[src/rtl/fb_addr_gen.sv]
// Frame-buffer read-address generator: raster (hcount, vcount) -> BRAM address,
// with power-of-two decimation, window clipping and tear-free bank swapping.
module fb_addr_gen #(
  parameter int HCOUNT_W  = 11,
  parameter int VCOUNT_W  = 10,
  parameter int FB_WIDTH  = 320,
  parameter int FB_HEIGHT = 240,
  parameter int SHIFT     = 1,
  parameter int NUM_BANKS = 2,
  parameter int ADDR_W    = 18,
  localparam int BANK_W   = (NUM_BANKS > 1) ? $clog2(NUM_BANKS) : 1
) (
  input  logic                clk,
  input  logic                reset_n,
  input  logic [HCOUNT_W-1:0] hcount,
  input  logic [VCOUNT_W-1:0] vcount,
  input  logic                pix_valid_in,
  input  logic                swap_req,
  output logic [ADDR_W-1:0]   addr,
  output logic                addr_valid,
  output logic                in_window,
  output logic [BANK_W-1:0]   bank,
  output logic                swap_ack
);

  localparam logic [ADDR_W-1:0] FBW_A   = ADDR_W'(FB_WIDTH);
  localparam logic [ADDR_W-1:0] FRAME_A = ADDR_W'(FB_WIDTH * FB_HEIGHT);
  localparam logic [BANK_W-1:0] LAST_BANK = BANK_W'(NUM_BANKS - 1);

  // All products are formed at full address width so no term is truncated early.
  function automatic logic [ADDR_W-1:0] pix_addr(input logic [BANK_W-1:0]   b,
                                                 input logic [VCOUNT_W-1:0] v,
                                                 input logic [HCOUNT_W-1:0] h);
    return ADDR_W'(b) * FRAME_A + ADDR_W'(v) * FBW_A + ADDR_W'(h);
  endfunction

  // Bank control state
  logic [BANK_W-1:0] bank_q, bank_d;
  logic              pending_q, pending_d;
  logic              fs, do_swap;

  // Stage-1 registers
  logic [HCOUNT_W-1:0] hs_p1_q, hs_d;
  logic [VCOUNT_W-1:0] vs_p1_q, vs_d;
  logic                win_p1_q, win_d;
  logic                vld_p1_q;
  logic                ack_p1_q;
  logic [BANK_W-1:0]   bank_p1_q;

  // Stage-2 (output) registers
  logic [ADDR_W-1:0] addr_q;
  logic              addr_valid_q;
  logic              in_window_q;
  logic [BANK_W-1:0] bank_out_q;
  logic              swap_ack_q;

  always_comb begin
    hs_d  = hcount >> SHIFT;
    vs_d  = vcount >> SHIFT;
    win_d = (int'(hs_d) < FB_WIDTH) && (int'(vs_d) < FB_HEIGHT);
    fs    = pix_valid_in && (hcount == '0) && (vcount == '0);
    // A swap requested in the very cycle of the frame start is honoured there.
    do_swap   = fs && (pending_q || swap_req);
    bank_d    = bank_q;
    pending_d = pending_q;
    if (do_swap) begin
      bank_d    = (bank_q == LAST_BANK) ? '0 : bank_q + 1'b1;
      pending_d = 1'b0;
    end else if (swap_req) begin
      pending_d = 1'b1;
    end
  end

  // ---- stage 1: decimate, clip, bank select ----
  always_ff @(posedge clk or negedge reset_n) begin
    if (!reset_n) begin
      bank_q    <= '0;
      pending_q <= 1'b0;
      hs_p1_q   <= '0;
      vs_p1_q   <= '0;
      win_p1_q  <= 1'b0;
      vld_p1_q  <= 1'b0;
      ack_p1_q  <= 1'b0;
      bank_p1_q <= '0;
    end else begin
      bank_q    <= bank_d;
      pending_q <= pending_d;
      hs_p1_q   <= hs_d;
      vs_p1_q   <= vs_d;
      win_p1_q  <= win_d;
      vld_p1_q  <= pix_valid_in;
      ack_p1_q  <= do_swap;
      bank_p1_q <= bank_d;
    end
  end

  // ---- stage 2: linear address ----
  always_ff @(posedge clk or negedge reset_n) begin
    if (!reset_n) begin
      addr_q       <= '0;
      addr_valid_q <= 1'b0;
      in_window_q  <= 1'b0;
      bank_out_q   <= '0;
      swap_ack_q   <= 1'b0;
    end else begin
      addr_q       <= win_p1_q ? pix_addr(bank_p1_q, vs_p1_q, hs_p1_q) : '0;
      addr_valid_q <= vld_p1_q && win_p1_q;
      in_window_q  <= win_p1_q;
      bank_out_q   <= bank_p1_q;
      swap_ack_q   <= ack_p1_q;
    end
  end

  assign addr       = addr_q;
  assign addr_valid = addr_valid_q;
  assign in_window  = in_window_q;
  assign bank       = bank_out_q;
  assign swap_ack   = swap_ack_q;

endmodule
[config.mk]
export PLATFORM = sky130hd
export DESIGN_NAME = fb_addr_gen
export DESIGN_NICKNAME = d
export VERILOG_FILES = /design/src/rtl/fb_addr_gen.sv
export SDC_FILE = /design/constraint.sdc
export NUM_CORES = 1
export LEC_CHECK = 0
export CORE_MARGIN = 1
export CORE_UTILIZATION = 45
export CTS_CLUSTER_DIAMETER = 60
export CTS_CLUSTER_SIZE = 8
export DETAILED_ROUTE_END_ITERATION = 8
export PLACE_DENSITY = 0.77
export SLEW_MARGIN = 20
export SYNTH_ARGS = -nofsm -noshare
export SYNTH_HDL_FRONTEND = slang
export SYNTH_SLANG_ARGS = --single-unit
export TNS_END_PERCENT = 10
[constraint.sdc]
create_clock -name clk -period 6.4 [get_ports clk]
set_input_delay 0.96 -clock clk [delete_from_list [all_inputs] [get_ports clk]]
set_output_delay 0.96 -clock clk [all_outputs]
set_load 0.01 [all_outputs]
==> report_table.html <==
<table>
<tr><th>Metric</th><th>Value</th></tr>
<tr><th colspan="2">Status</th></tr>
<tr><td>Status</td><td>complete, but fails checks</td></tr>
<tr><td>Failing checks</td><td>design-rule violations</td></tr>
<tr><th colspan="2">Clock tree</th></tr>
<tr><td>Library cell used as clock root buffer</td><td>clkbuf_8</td></tr>
<tr><td>CTS buffer count</td><td>5</td></tr>
<tr><td>Clock input transition at the sequential cells of the worst setup and hold paths</td><td>0.08 ns</td></tr>
<tr><td>TritonCTS clock tree</td><td>done</td></tr>
<tr><td>Count of H-tree levels built during CTS</td><td>2</td></tr>
<tr><td>Post-CTS setup buffer count</td><td>0</td></tr>
<tr><td>Clock Sink Count</td><td>46</td></tr>
<tr><td>CTS max path bufs</td><td>2</td></tr>
<tr><td>Later-pin clock latency in the skew report</td><td>0.30 ns</td></tr>
<tr><td>Cells resized by post-CTS repair</td><td>0</td></tr>
<tr><td>Number of hold-repair buffers added at the cts stage</td><td>0</td></tr>
<tr><th colspan="2">Critical path</th></tr>
<tr><td>Worst flop-to-flop path startpoint</td><td>vs_p1_q[1]</td></tr>
<tr><td>Logic depth of the worst register-to-register path</td><td>11</td></tr>
<tr><td>CP Data Required Time</td><td>6.62 ns</td></tr>
<tr><td>CP arrival</td><td>3.18 ns</td></tr>
<tr><td>Critical Path Source Type</td><td>register</td></tr>
<tr><td>Critical Setup Path Class</td><td>register to register</td></tr>
<tr><td>Crit end category</td><td>register</td></tr>
<tr><td>Setup crit start</td><td>vs_p1_q[1]</td></tr>
<tr><td>Worst-path fanout max</td><td>4</td></tr>
<tr><th colspan="2">Timing</th></tr>
<tr><td>Max-slew violation total from the final report</td><td>0</td></tr>
<tr><td>Rel. slew slack</td><td>0.375</td></tr>
<tr><td>Final setup viols</td><td>0</td></tr>
<tr><td>Post-route worst setup slack</td><td>3.44 ns</td></tr>
<tr><td>RSZ-0062 raised after global routing</td><td>no</td></tr>
<tr><td>Final worst path period share</td><td>0.462</td></tr>
<tr><td>Setup Skew</td><td>0.00566 ns</td></tr>
<tr><td>Slew @ Worst Pin</td><td>0.938 ns</td></tr>
<tr><td>Final count of hold timing violations</td><td>0</td></tr>
<tr><td>Maximum clock frequency</td><td>0.338 GHz</td></tr>
<tr><td>Total negative slack</td><td>0 ns</td></tr>
<tr><td>Final worst path period need</td><td>2.96 ns</td></tr>
<tr><th colspan="2">Global routing</th></tr>
<tr><td>Maximum number of pins on one net before global-route repair</td><td>47</td></tr>
<tr><td>Initial antenna violation count</td><td>0</td></tr>
<tr><td>All-layer global routing usage</td><td>0.169</td></tr>
<tr><td>Wire length of the first global-routing pass</td><td>6420 um</td></tr>
<tr><td>Overflow left after global routing</td><td>0</td></tr>
<tr><td>Number of global-route vias before repair</td><td>1479</td></tr>
<tr><th colspan="2">Route</th></tr>
<tr><td>Total via count in the routed design</td><td>1507</td></tr>
<tr><td>Count of nets left with antenna violations after detail routing</td><td>0</td></tr>
<tr><td>Vias per std cell</td><td>5.27</td></tr>
<tr><td>Number of detailed-route iterations in the first pass</td><td>6</td></tr>
<tr><td>Post-Route WL</td><td>3750 um</td></tr>
<tr><td>Initial drt markers</td><td>88</td></tr>
<tr><td>Post-route DRC violation count</td><td>3</td></tr>
<tr><td>Wire length per cell after detailed routing</td><td>13.1 um</td></tr>
<tr><th colspan="2">Synth</th></tr>
<tr><td>Mean area per synthesized cell</td><td>11.9 um^2</td></tr>
<tr><td>Sequential fraction of the synthesis area</td><td>0.533</td></tr>
<tr><td>Ys Warns</td><td>0</td></tr>
<tr><td>Post-synthesis instance area</td><td>0.00216 mm^2</td></tr>
<tr><td>Post-synthesis sequential element count</td><td>46</td></tr>
<tr><td>Number of nets in the synthesized netlist</td><td>231</td></tr>
<tr><td>Post-synthesis instance total</td><td>182</td></tr>
<tr><td>Count of different cell masters after synthesis</td><td>36</td></tr>
<tr><th colspan="2">Finish</th></tr>
<tr><td>NumNets Final</td><td>283</td></tr>
<tr><td>Commonest cells after routing, fill and taps aside</td><td>dfrtp_1 (46), clkdlybuf4s50_1 (45), ha_1 (22)</td></tr>
<tr><td>Util after Layout</td><td>0.616</td></tr>
<tr><td>Number of antenna cells inserted</td><td>0</td></tr>
<tr><td>Leading cell type in the layout, fill and taps excluded</td><td>dfrtp_1</td></tr>
<tr><td>Fraction of layout instances using a drive strength above 1</td><td>0.0598</td></tr>
<tr><td>Area growth from synthesis to final layout</td><td>27.6%</td></tr>
<tr><td>Post-Layout Cell Count</td><td>286</td></tr>
<tr><th colspan="2">Hold path</th></tr>
<tr><td>Worst hold path startpoint</td><td>ack_p1_q</td></tr>
<tr><td>Worst hold path class</td><td>register to register</td></tr>
<tr><td>Number of cells traversed by the worst hold path</td><td>0</td></tr>
<tr><th colspan="2">Place</th></tr>
<tr><td>Count of buffers inserted at the top-level ports</td><td>46</td></tr>
<tr><td>Final HPWL DP</td><td>2870 um</td></tr>
<tr><td>Routability Congestion</td><td>0.788</td></tr>
<tr><td>Number of placed instances, taps included</td><td>279</td></tr>
<tr><td>Worst Setup Slack post-DPL</td><td>3.45 ns</td></tr>
<tr><th colspan="2">Floorplanning</th></tr>
<tr><td>Core footprint</td><td>0.00447 mm^2</td></tr>
<tr><td>Width of the die</td><td>71.3 um</td></tr>
<tr><td>IO Count</td><td>47</td></tr>
<tr><td>Chip Height</td><td>71.3 um</td></tr>
<tr><td>Core Rows</td><td>24</td></tr>
<tr><td>Die area</td><td>0.00508 mm^2</td></tr>
<tr><td>Initial Util</td><td>0.483</td></tr>
<tr><th colspan="2">Pwr</th></tr>
<tr><td>Power density over the cells</td><td>225 mW/mm^2</td></tr>
<tr><td>Worst ir drop on vdd</td><td>156 uV</td></tr>
<tr><td>Cell leakage power</td><td>0.00123 uW</td></tr>
<tr><th colspan="2">Flow run</th></tr>
<tr><td>Number of violations of the max-capacitance limit</td><td>0</td></tr>
</table>
==> final timing paths <==
path	end	slack (ns)
worst max-delay path	addr[15]	3.44
worst min-delay path	swap_ack	0.36
worst max register to register	addr[15]	3.44
worst min register to register	swap_ack	0.36
max in group asynchronous	addr[3]	5.02
min in group asynchronous	addr[6]	0.80
==> critical path, stage by stage (launching register included) <==
cell and delay (ns):
dfrtp_1 0.42, ha_1 0.31, ha_1 0.23, fa_1 0.42
xor2_1 0.17, ha_1 0.22, nor3_1 0.06, o21a_1 0.10
nor3_1 0.32, a31oi_1 0.15, or3_1 0.32, a21oi_1 0.14
==> stage by stage <==
step | total power, uW | hold WS, ns | area (um^2)
after floorplan | 408 | 0.331 | 2160
after global placement | 458 | 0.341 | 2680
after detailed placement | 461 | 0.341 | 2680
after CTS | 625 | 0.365 | 2760
after global routing | 657 | 0.376 | 2760
final | 621 | 0.363 | 2760
==> routing by layer <==
| layer | vias up | wire length (um) | global-route usage | share of wire |
|---|---|---|---|---|
| met3 | 6 | 204 | 0.0450 | 0.054 |
| met2 | 45 | 1860 | 0.276 | 0.50 |
| met4 | 0 | 43 | 0.100 | 0.011 |
| li1 | 766 | - | - | - |
| met5 | - | 0 | 0 | 0 |
| met1 | 690 | 1640 | 0.202 | 0.44 |
==> state kept, by name, summed over array words and instances, names as in the netlist <==
name,count
swap_ack,1
win_p1_q,1
hs_p1_q,10
addr,18
pending_q,1
in_window,1
vs_p1_q,9
vld_p1_q,1
bank,1
addr_valid,1
bank_p1_q,1
ack_p1_q,1
==> layout make-up <==
type / instances / area [um^2]
Inverter: 3 / 11.3
Sequential cell: 46 / 1150
Clock buffer: 6 / 72.6
Clock inverter: 1 / 7.51
Timing Repair Buffer: 46 / 455
Tap cell: 52 / 65.1
Multi-Input combinational cell: 132 / 993
Fill cell: 372 / 1720
==> synthesized netlist by cell type <==
| master | number | area share |
|---|---|---|
| and2_1 | 10 | 0.029 |
| nor3b_1 | 2 | 0.0070 |
| o21ai_0 | 10 | 0.023 |
| nand2_2 | 1 | 0.0029 |
| o21a_1 | 3 | 0.010 |
| a211o_1 | 1 | 0.0041 |
| dfrtp_1 | 46 | 0.53 |
| o21ai_1 | 2 | 0.0046 |
| and3_2 | 1 | 0.0035 |
| or3_1 | 2 | 0.0058 |
| nor2_1 | 18 | 0.031 |
| clkbuf_1 | 1 | 0.0017 |
| and3_1 | 1 | 0.0029 |
| xnor2_1 | 6 | 0.024 |
| a31o_2 | 1 | 0.0041 |
| nor3_1 | 7 | 0.016 |
| a31oi_1 | 4 | 0.012 |
| a211oi_2 | 2 | 0.012 |
| nand2_1 | 2 | 0.0035 |
| fa_1 | 2 | 0.019 |
| nor4_1 | 4 | 0.012 |
| nand3_1 | 2 | 0.0046 |
| a21o_1 | 3 | 0.010 |
| o2111ai_2 | 1 | 0.0070 |
| a211oi_1 | 5 | 0.017 |
| or4b_1 | 1 | 0.0046 |
| a21oi_1 | 5 | 0.012 |
| nor4b_1 | 1 | 0.0041 |
| inv_1 | 3 | 0.0052 |
| a41oi_1 | 1 | 0.0041 |
| ha_1 | 22 | 0.13 |
| xor2_1 | 4 | 0.016 |
| o21bai_1 | 3 | 0.010 |
| o211ai_1 | 1 | 0.0035 |
| a21o_2 | 1 | 0.0041 |
| nand4_1 | 3 | 0.0087 |
==> cell families after synthesis <==
| group | synth area share |
|---|---|
| fa+ha+maj | 0.146 |
| buf+inv | 0.00695 |
| simple gates | 0.136 |
| compound gates | 0.138 |
| flops | 0.533 |
| xor+xnor | 0.0406 |
==> power breakdown <==
part | leakage [uW] | total [uW] | switching (uW) | internal, uW
registers | 0.000584 | 309 | 6.16 | 303
clock network | 0.0000373 | 166 | 91.2 | 74.9
logic | 0.000605 | 146 | 74.5 | 71.2
No activity file was read; power rests on OpenSTA's default activity.
